$ cat src/rtl/perf_sample_engine.sv
// Perf-counter sampler: periodic/external triggers read mhpmcounters over the shared CSR port and stream valid/ready frames.
// Optional timestamp beat (idx 7) is compiled in with PERF_SAMPLE_TIMESTAMP_EN.
module perf_sample_engine #(
  parameter int          NumCounters  = 6,
  parameter logic [11:0] CounterBase  = 12'hB03,
  parameter logic [11:0] CounterHBase = 12'hB83,
  parameter int          Xlen         = 64,
  parameter int          PeriodWidth  = 32
) (
  input  logic                   clk_i,
  input  logic                   rst_ni,
  input  logic                   enable_i,
  input  logic [PeriodWidth-1:0] period_i,
  input  logic                   trigger_i,
  input  logic [63:0]            cycle_count_i,
  input  logic                   csr_req_i,
  input  logic [11:0]            csr_addr_i,
  input  logic                   csr_we_i,
  input  logic [Xlen-1:0]        csr_wdata_i,
  output logic [Xlen-1:0]        csr_rdata_o,
  output logic [11:0]            perf_addr_o,
  output logic                   perf_we_o,
  output logic [Xlen-1:0]        perf_wdata_o,
  input  logic [Xlen-1:0]        perf_rdata_i,
  output logic                   sample_valid_o,
  input  logic                   sample_ready_i,
  output logic [63:0]            sample_data_o,
  output logic [2:0]             sample_idx_o,
  output logic                   sample_last_o,
  output logic                   busy_o,
  output logic [15:0]            overrun_cnt_o
);

  localparam logic [2:0] LastK = 3'(NumCounters - 1);

  typedef enum logic [2:0] {
    S_IDLE,
    S_TS,
    S_READ_LO,
    S_READ_HI,
    S_EMIT
  } state_t;

  state_t                 r_state;
  logic [PeriodWidth-1:0] r_timer;
  logic                   r_pending;
  logic [2:0]             r_k;
  logic [63:0]            r_data;
  logic                   r_valid;
  logic [2:0]             r_idx;
  logic                   r_last;
  logic [15:0]            r_overrun;

  logic        w_tmr_on;
  logic        w_ptrig;
  logic        w_trig;
  logic        w_busy;
  logic [63:0] w_rd64;
  logic [31:0] w_rd_lo32;

  assign w_tmr_on  = enable_i && (period_i != '0);
  assign w_ptrig   = w_tmr_on && (r_timer == PeriodWidth'(1));
  assign w_trig    = w_ptrig || trigger_i;
  assign w_busy    = (r_state != S_IDLE);
  assign w_rd64    = 64'(perf_rdata_i);
  assign w_rd_lo32 = perf_rdata_i[31:0];

`ifndef PERF_SAMPLE_TIMESTAMP_EN
  logic w_unused_cc;
  assign w_unused_cc = ^cycle_count_i;
`endif

  // A timer value of 0 (after reset) just reloads without firing.
  always_ff @(posedge clk_i or negedge rst_ni) begin
    if (!rst_ni) begin
      r_timer <= '0;
    end else if (!w_tmr_on || r_timer <= PeriodWidth'(1)) begin
      r_timer <= period_i;
    end else begin
      r_timer <= r_timer - PeriodWidth'(1);
    end
  end

  always_ff @(posedge clk_i or negedge rst_ni) begin
    if (!rst_ni) begin
      r_overrun <= '0;
    end else if (w_trig && (r_pending || w_busy) && (r_overrun != 16'hFFFF)) begin
      r_overrun <= r_overrun + 16'd1;
    end
  end

  always_ff @(posedge clk_i or negedge rst_ni) begin
    if (!rst_ni) begin
      r_state   <= S_IDLE;
      r_pending <= 1'b0;
      r_k       <= '0;
      r_data    <= '0;
      r_valid   <= 1'b0;
      r_idx     <= '0;
      r_last    <= 1'b0;
    end else begin
      if (w_busy && w_trig) begin
        r_pending <= 1'b1;
      end
      case (r_state)
        // A trigger seen while idle starts the frame in the same cycle.
        S_IDLE: begin
          if (r_pending || w_trig) begin
            r_pending <= 1'b0;
            r_k       <= '0;
`ifdef PERF_SAMPLE_TIMESTAMP_EN
            r_state   <= S_TS;
            r_data    <= cycle_count_i;
            r_valid   <= 1'b1;
            r_idx     <= 3'd7;
            r_last    <= 1'b0;
`else
            r_state   <= S_READ_LO;
`endif
          end
        end
`ifdef PERF_SAMPLE_TIMESTAMP_EN
        S_TS: begin
          if (sample_ready_i) begin
            r_valid <= 1'b0;
            r_state <= S_READ_LO;
          end
        end
`endif
        S_READ_LO: begin
          if (!csr_req_i) begin
            r_data <= w_rd64;
            if (Xlen == 32) begin
              r_state <= S_READ_HI;
            end else begin
              r_state <= S_EMIT;
              r_valid <= 1'b1;
              r_idx   <= r_k;
              r_last  <= (r_k == LastK);
            end
          end
        end
        S_READ_HI: begin
          if (!csr_req_i) begin
            r_data[63:32] <= w_rd_lo32;
            r_state       <= S_EMIT;
            r_valid       <= 1'b1;
            r_idx         <= r_k;
            r_last        <= (r_k == LastK);
          end
        end
        S_EMIT: begin
          if (sample_ready_i) begin
            r_valid <= 1'b0;
            if (r_last) begin
              r_state <= S_IDLE;
            end else begin
              r_k     <= r_k + 3'd1;
              r_state <= S_READ_LO;
            end
          end
        end
        default: r_state <= S_IDLE;
      endcase
    end
  end

  // CSR file always wins the port; the engine itself only ever reads.
  always_comb begin
    perf_addr_o  = 12'h000;
    perf_we_o    = 1'b0;
    perf_wdata_o = '0;
    csr_rdata_o  = '0;
    if (csr_req_i) begin
      perf_addr_o  = csr_addr_i;
      perf_we_o    = csr_we_i;
      perf_wdata_o = csr_wdata_i;
      csr_rdata_o  = perf_rdata_i;
    end else if (r_state == S_READ_LO) begin
      perf_addr_o = CounterBase + {9'b0, r_k};
    end else if (r_state == S_READ_HI) begin
      perf_addr_o = CounterHBase + {9'b0, r_k};
    end
  end

  assign sample_valid_o = r_valid;
  assign sample_data_o  = r_data;
  assign sample_idx_o   = r_idx;
  assign sample_last_o  = r_last;
  assign busy_o         = w_busy;
  assign overrun_cnt_o  = r_overrun;

endmodule

$ cat config.mk
export PLATFORM = sky130hd
export DESIGN_NAME = perf_sample_engine
export DESIGN_NICKNAME = d
export VERILOG_FILES = /design/src/rtl/perf_sample_engine.sv
export SDC_FILE = /design/constraint.sdc
export NUM_CORES = 1
export LEC_CHECK = 0
export ABC_AREA = 1
export BUFFER_PORTS_ARGS = -buffer_cell sky130_fd_sc_hd__buf_4
export CAP_MARGIN = 20
export CORE_AREA = 2 2 181 183
export CTS_CLUSTER_SIZE = 16
export DETAILED_ROUTE_END_ITERATION = 12
export DIE_AREA = 0 0 183 185
export GPL_TIMING_DRIVEN = 0
export PLACE_DENSITY = 0.45
export SLEW_MARGIN = 20
export SYNTH_ARGS = -nofsm -noshare
export SYNTH_HDL_FRONTEND = slang
export SYNTH_SLANG_ARGS = --single-unit
$ cat constraint.sdc
create_clock -name clk_i -period 3.04 [get_ports clk_i]
set_input_delay 0.76 -clock clk_i [delete_from_list [all_inputs] [get_ports clk_i]]
set_output_delay 0.76 -clock clk_i [all_outputs]
set_load 0.01 [all_outputs]
# Yosys cells after proc, flatten, opt, wreduce, memory -nomap -nowiden
# Index checks and enable logic that the tools add are counted.
[word_totals]
out_inout_bits = 227
word_cells = 77
in_bits = 243
register_bits = 124
[op_classes]
add_sub_neg = 5
n_eq_ne = 12
muxes = 25
magnitude_cmp = 1
n_bitwise = 1
n_reduce_logical = 23
[ops]
columns = ["cell", "count"]
rows = [
  ["$mux 64", 3],
  ["$mux 32", 2],
  ["$pmux 32 s2", 1],
  ["$mux 12", 3],
  ["$eq 32x1->1 const B", 1],
  ["$le 32x1->1 const B", 1],
  ["$reduce_bool 32->1", 1],
  ["$sub 32x1->32 const B", 1],
  ["$add 12x3->12 const A", 2],
  ["$mux 3", 6],
  ["$add 16x1->16 const B", 1],
  ["$ne 16x16->1 const B", 1],
  ["$ne 2x2->1 const B", 6],
  ["$pmux 3 s3", 1],
  ["$reduce_and 3->1", 3],
  ["$eq 3x2->1 const B", 2],
  ["$eq 3x3->1 const B", 2],
  ["$mux 1", 6],
  ["$pmux 3 s2", 1],
  ["$reduce_bool 2->1", 3],
  ["$logic_and 1x1->1", 5],
  ["$logic_or 1x1->1", 4],
  ["$reduce_and 2->1", 2],
  ["$reduce_and 4->1", 1],
  ["8 further kinds", 8],
]

# Logic depth before layout (Yosys ltp)
# Gate-level depths: netlist (run 1).
[depth]
word_depth = 8
depth_mapped = 12
depth_no_buf = 11

# Least setup slack after synthesis (run 1)
# Ideal clock, no wire load.
[synth_timing]
path_kind = "input to output"
startpoint = "input csr_req_i"
endpoint = "output perf_addr_o[3]"
path_buffers = 2
stages = 7
path_slack_ps = 624
t_required_ps = 2280
arrival_ps = 1656
path_cell_list = "buf_2 inv_1 nand2_1 inv_1 buf_2 nand2_1 o21ai_0"
[synth_via]
elab_chain_cells = 1
[synth_lines]
columns = ["item", "line", "source"]
rows = [
  ["from (decl)", "16", "input logic csr_req_i,"],
  ["$mux 12", "174", "if (csr_req_i) begin"],
  ["to (decl)", "21", "output logic [11:0] perf_addr_o,"],
]
# Every way passes these cells.

# Worst setup path in the final report (run 1)
[layout_timing]
startpoint = "input csr_req_i"
endpoint = "output perf_addr_o[8]"
# Same word-level chain as after synthesis.

==> flow_summary_export.csv, run 1 <==
group,metric,value,unit
placement,numPortBuffers,404,
grt,grt_usage,17.6,%
timing,finalCritPeriodShare,94.0,%
cts,clkTransAtPathRegs,0.06,ns
power,fin_total_pwr,7.53,mW
routing,route.detailed.drc,0,
timing,hold_ws,0.291,ns
final_layout,area_delta_synth_final,57.2,%
synth,synth_xor_area_share,5.16,%
worst_hold_path,hold_class,"primary input to async pin",
synth,synth_edf_count,0,
synth,synth_cell_types,31,
routing,route.detailed.vias_per_inst,4.01,
synth,synthAdderAreaFrac,1.03,%
final_layout,final_cell_area,0.0115,sq mm
placement,hpwl,23800,um
cts,clock_latency,0.41,ns
worst_setup_path,cp.required,2.28,ns
cts,cts_inserted_buffers,17,
synth,syn_area_per_cell,6.77,sq um
synth,synth_top_area_share,42.2,%
synth,synth.area.top_cells,"dfrtp_1 (42%), nand2_1 (25%), inv_1 (9.4%)",
grt,grt_pass1_vias,7699,
synth,ys_async_sr_fraction,100,%
synth,synth_common_cells,"nand2_1 (492), inv_1 (182), dfrtp_1 (123)",
timing,layout_min_cycle_time,2.86,ns
grt,grt_max_degree,74,
timing,slew_viol_final,0,
synth,synth-compound-area-share,3.74,%
synth,ys.flop_type,"dfrtp_1",
floorplan,dieHeight,185,um
synth,synth_simple_gate_area_share,35.5,%
synth,synth.most_common_cell,"nand2_1",
synth,seq_area_frac_synth,42.2,%
routing,routedWlPerCell,15.5,um
placement,place_area,0.0109,sq mm
worst_setup_path,cp_max_fo,10,
cts,cts-root-buf,"clkbuf_16",
final_layout,nets,1751,
cts,cts_hold_buf,0,
timing,worst_pin_slew,0.643,ns
grt,overflow,0,
routing,drt_iter0_drc,367,
power,leakage,6.91,nW
floorplan,placementRows,66,
final_layout,fill_cells,3513,
worst_setup_path,cp-end-kind,"primary output",
run_status,outcome,"finished, final reports clean",
worst_setup_path,cp.arrival,2.10,ns
timing,hold_viol,0,
worst_setup_path,rr_worst_depth,7,
synth,synth_top_family_by_area,"simple AND/OR/NAND/NOR gates",
synth,synthMuxAreaShare,0,%
floorplan,core_region_area,0.0320,sq mm
worst_setup_path,r2r-end,"overrun_cnt_o[11]",
synth,synthCells,1078,
cts,cts_buffer_depth,2,
routing,wl,29700,um
synth,synth_top_cell_by_area,"dfrtp_1",
cts,htreeDepth,4,
worst_setup_path,reg2reg_from,"overrun_cnt_o[0]",
grt,grt_use_met3,5.17,%
timing,max_freq,0.350,GHz
power,p_per_area,656,mW/mm^2
worst_setup_path,crit_type,"primary input to primary output",
final_layout,layout-drive-gt1-share,33.0,%
placement,gp_congestion,0.816,
timing,relSlewSlack,57.1,%
grt,grt_busiest_layer,"met2",
grt,gr-usage-met1,22.8,%
power,ir_drop,0.353,mV
timing,final.setup_skew,0.0159,ns
synth,ys_ff_latch,123,
timing,tns,0,ns
floorplan,pin_count,470,
floorplan,die-area,0.0339,sq mm
routing,vias,7698,
synth,synth_nets,1327,
timing,setup_viol,0,
worst_setup_path,r2r_slack,1.03,ns
synth,yosysWarnings,0,
cts,cts_tree,"done",
grt,antenna_found_initial,0,
routing,first_pass_iters,5,
worst_setup_path,crit_path_start,"csr_req_i",
grt,use_met2,29.1,%
synth,syn-cell-area,0.00730,sq mm
floorplan,dieWidth,183,um
routing,ant_nets,0,
worst_setup_path,cp-start-kind,"primary input",
timing,rsz0062_at_grt,"no",
cts,cts.sinks,123,
worst_setup_path,crit_end,"perf_addr_o[8]",
flow_run,drv_cap,0,
grt,grt_pass1_wl,45200,um
floorplan,start_util,22.8,%
==> worst min-delay path by stage <==
stage	start	end	cells after the start
finish	rst_ni	sample_data_o[41]	1
floorplan	r_timer[0]	r_timer[0]	1
global placement	sample_valid_o	sample_valid_o	2
detailed placement	sample_data_o[61]	sample_data_o[61]	2
global route	rst_ni	sample_data_o[41]	1
CTS	rst_ni	sample_data_o[36]	1
==> sequential cells by signal, indices dropped and copies added, names as in the netlist <==
signal          cells
sample_valid_o      1
r_k                 3
r_state             2
sample_last_o       1
r_pending           1
sample_idx_o        3
r_timer            32
sample_data_o      64
overrun_cnt_o      16
==> critical path, cell delays in order <==
cell and delay [ns]:
buf_2 0.17, inv_1 0.07, nand2_2 0.20, clkbuf_1 0.33, buf_2 0.31, nand2_1 0.08, buf_4 0.16
==> layer usage <==
metal	up-vias	wire, um	share of wire [%]
li1	4003	-	-
met1	3431	13300	45
met2	252	13900	47
met3	12	2210	7.4
met4	0	259	0.87
met5	-	0	0
==> repair_timing <==
action                                  CTS  global route
hold endpoints to repair                  0             0
resized for setup                         3             2
buffers inserted                          0             0
endpoints found under the setup margin   63             1
pin swaps                                 0             0
cloned                                    0             0
==> layout make-up <==
| cell class | instances | area, sq um | share of cell area (%) |
|---|---|---|---|
| multi-input cells | 731 | 3320 | 28.9 |
| flip-flops and latches | 123 | 3080 | 26.8 |
| repair buffers | 405 | 3070 | 26.7 |
| inverters | 183 | 687 | 5.99 |
| well taps | 408 | 510 | 4.45 |
| clock buffers | 23 | 498 | 4.34 |
| plain buffers | 41 | 221 | 1.93 |
| clock inverters | 6 | 87.6 | 0.763 |
| diodes | 1 | 2.50 | 0.0218 |
==> cells in the final DEF (no fill, tap or decap), types with 8 or more instances in the layout <==
cell	instances
nand2_1	491
buf_4	407
inv_1	182
dfrtp_1	123
nor2_1	75
nand3_1	29
clkbuf_1	23
xor2_1	22
xnor2_1	21
o21ai_0	17
clkbuf_16	17
o21ai_2	14
nand2_2	13
nor2_2	8
==> logic make-up after synthesis <==
kind of cell / after synthesis
buf+inv: 224
fa+ha+maj: 6
xor+xnor: 43
simple gates: 641
compound gates: 41
flops: 123
==> stage by stage <==
stage / worst slack [ns] / utilization [%] / std cells
after floorplan: 0.624 / - / 1078
after CTS: 0.0875 / 35.8 / 1920
after global routing: 0.0167 / 35.8 / 1920
after detailed placement: -0.520 / 33.9 / 1891
after global placement: -0.488 / 33.8 / 1890
final: 0.183 / 35.8 / 1921
==> where the power goes <==
| part | total, mW | switching, mW | internal [mW] |
|---|---|---|---|
| Combinational | 2.93 | 1.63 | 1.30 |
| Sequential | 2.53 | 0.376 | 2.15 |
| Clock | 2.07 | 0.768 | 1.30 |
No activity file was read; power rests on OpenSTA's default activity.
==> inputs of run 2 (changes only) <==
PLACE_DENSITY = default   (was 0.45)
==> run 2 against run 1 <==
- first-iteration DRC count decreased by 17%
- die area did not move
- cell count up 0.16%
- count of clock-buffer cells in the layout shrank 6
- sequential cell count stayed put
- register-to-register slack improved by 0.05 ns
- clock skew about the same
- critical path type unchanged
- largest power group unchanged
- highest routed layer unchanged
==> flow_summary_export.csv, run 2 (synthesis gave the netlist of run 1 again) <==
group,metric,value,unit
run_status,outcome,"finished, final reports clean",
final_layout,largest_reg_flops,64,
floorplan,dieHeight,185,um
floorplan,die-area,0.0339,sq mm
cts,cts-root-buf,"clkbuf_16",
cts,cts.sinks,123,
power,p_per_area,653,mW/mm^2
worst_setup_path,cp-start-kind,"primary input",
worst_setup_path,crit_type,"primary input to primary output",
final_layout,layout_common_cells,"nand2_1 (491), buf_4 (407), inv_1 (182)",
placement,gp_congestion,0.922,
timing,setup_viol,0,
floorplan,core_region_area,0.0320,sq mm
timing,worst_pin_slew,0.552,ns
grt,grt_max_degree,75,
worst_setup_path,r2r-end,"overrun_cnt_o[14]",
floorplan,start_util,22.8,%
routing,ant_nets,0,
routing,first_pass_iters,5,
worst_setup_path,cp-end-kind,"primary output",
flow_run,drv_cap,0,
worst_hold_path,hold_class,"primary input to async pin",
worst_setup_path,reg2reg_from,"overrun_cnt_o[0]",
timing,tns,0,ns
timing,hold_viol,0,
cts,cts_buffer_depth,2,
routing,routedWlPerCell,14.2,um
grt,grt_usage,15.8,%
routing,drt_iter0_drc,303,
grt,grt_pass1_vias,7699,
final_layout,fill_cells,3408,
timing,rsz0062_at_grt,"no",
routing,route.detailed.drc,0,
floorplan,placementRows,66,
worst_setup_path,cp_max_fo,10,
timing,slew_viol_final,0,
cts,post_cts_buffers,0,
cts,cts_hold_buf,0,
cts,cts_inserted_buffers,17,
cts,cts_tree,"done",
power,leakage,6.92,nW
timing,relSlewSlack,63.2,%
timing,finalCritPeriodShare,92.1,%
power,ir_drop,0.358,mV
grt,grt_pass1_wl,41200,um
cts,clock_latency,0.43,ns
grt,antenna_found_initial,1,
final_layout,final_core_util,35.8,%
timing,layout_min_cycle_time,2.80,ns
timing,final.setup_skew,0.0157,ns
placement,hpwl,22000,um
routing,vias,7964,
worst_setup_path,r2r_slack,1.08,ns
grt,overflow,0,
routing,wl,27300,um
routing,route.detailed.vias_per_inst,4.14,
final_layout,nets,1751,
cts,htreeDepth,4,
cts,clkTransAtPathRegs,0.06,ns
final_layout,layout-drive-gt1-share,33.2,%
worst_setup_path,cp.required,2.28,ns
timing,max_freq,0.357,GHz
placement,numPortBuffers,404,
floorplan,dieWidth,183,um
final_layout,final_common_cell,"nand2_1",
worst_setup_path,cp.arrival,2.04,ns
floorplan,pin_count,470,
timing,hold_ws,0.234,ns
final_layout,area_delta_synth_final,57.3,%
worst_setup_path,rr_worst_depth,7,
## run 2: cell types whose count changed in the layout (fill, tap and decap cells not counted)
cell | previous run | this run
clkinvlp_4 | 3 | 1
clkinv_2 | 1 | 0
clkbuf_8 | 5 | 0
buf_2 | 7 | 8
o21ai_0 | 17 | 18
inv_6 | 0 | 8
inv_8 | 0 | 4
clkinv_8 | 0 | 1
clkbuf_1 | 23 | 22
o21ai_1 | 5 | 4
clkbuf_4 | 1 | 0
bufinv_16 | 2 | 1
## run 2: critical path, cell delays in order
cell and delay [ns]:
buf_2 0.20, clkbuf_2 0.32, clkbuf_1 0.45, nand2_1 0.11, inv_1 0.08, buf_4 0.12
## run 2: worst max-delay path by stage
stage | from | end | slack [ns] | depth (start not counted)
floorplan | csr_req_i | perf_addr_o[3] | 0.62 | 7
global placement | csr_req_i | csr_rdata_o[60] | -0.06 | 6
detailed placement | csr_req_i | csr_rdata_o[60] | -0.07 | 6
CTS | csr_req_i | perf_addr_o[9] | 0.09 | 7
global route | csr_req_i | csr_rdata_o[53] | 0.07 | 6
finish | csr_req_i | csr_rdata_o[60] | 0.24 | 6
## run 2: final cells by class
class / count / area [sq um] / area share [%]
Antenna cell: 1 / 2.50 / 0.0218
Buffer: 41 / 219 / 1.91
Clock buffer: 17 / 425 / 3.71
Clock inverter: 15 / 169 / 1.47
Inverter: 183 / 687 / 5.98
Multi-Input combinational cell: 731 / 3320 / 28.9
Sequential cell: 123 / 3080 / 26.8
Tap cell: 408 / 510 / 4.45
Timing Repair Buffer: 405 / 3070 / 26.7
## run 2: report_power, final
group | total, mW | internal (mW) | switching (mW)
clock | 2.09 | 1.17 | 0.917
combinational | 2.91 | 1.29 | 1.62
sequential | 2.50 | 2.15 | 0.346
total | 7.50 | 4.62 | 2.88
## run 2: stage by stage
stage	worst slack, ns	cell area (sq um)	total power [mW]	instances
final	0.241	11500	7.50	1924
after global routing	0.0704	11500	7.99	1923
after CTS	0.0874	11500	7.61	1923
after detailed placement	-0.0676	10900	5.47	1891
after global placement	-0.0554	10800	5.43	1890
after floorplan	0.624	7300	3.83	1078
## run 2: what timing repair did
action	CTS	global route
resized for setup	2	1
endpoints found under the setup margin	24	1
hold endpoints to repair	0	0
## run 2: metal layers
layer	wire, um	part of all wire [%]	GRT usage, %	vias to the layer above
met3	1830	6.7	4.36	29
li1	-	-	-	4003
met4	534	2.0	5.31	0
met2	13300	49	26.8	279
met5	0	0	0	-
met1	11600	43	19.2	3653
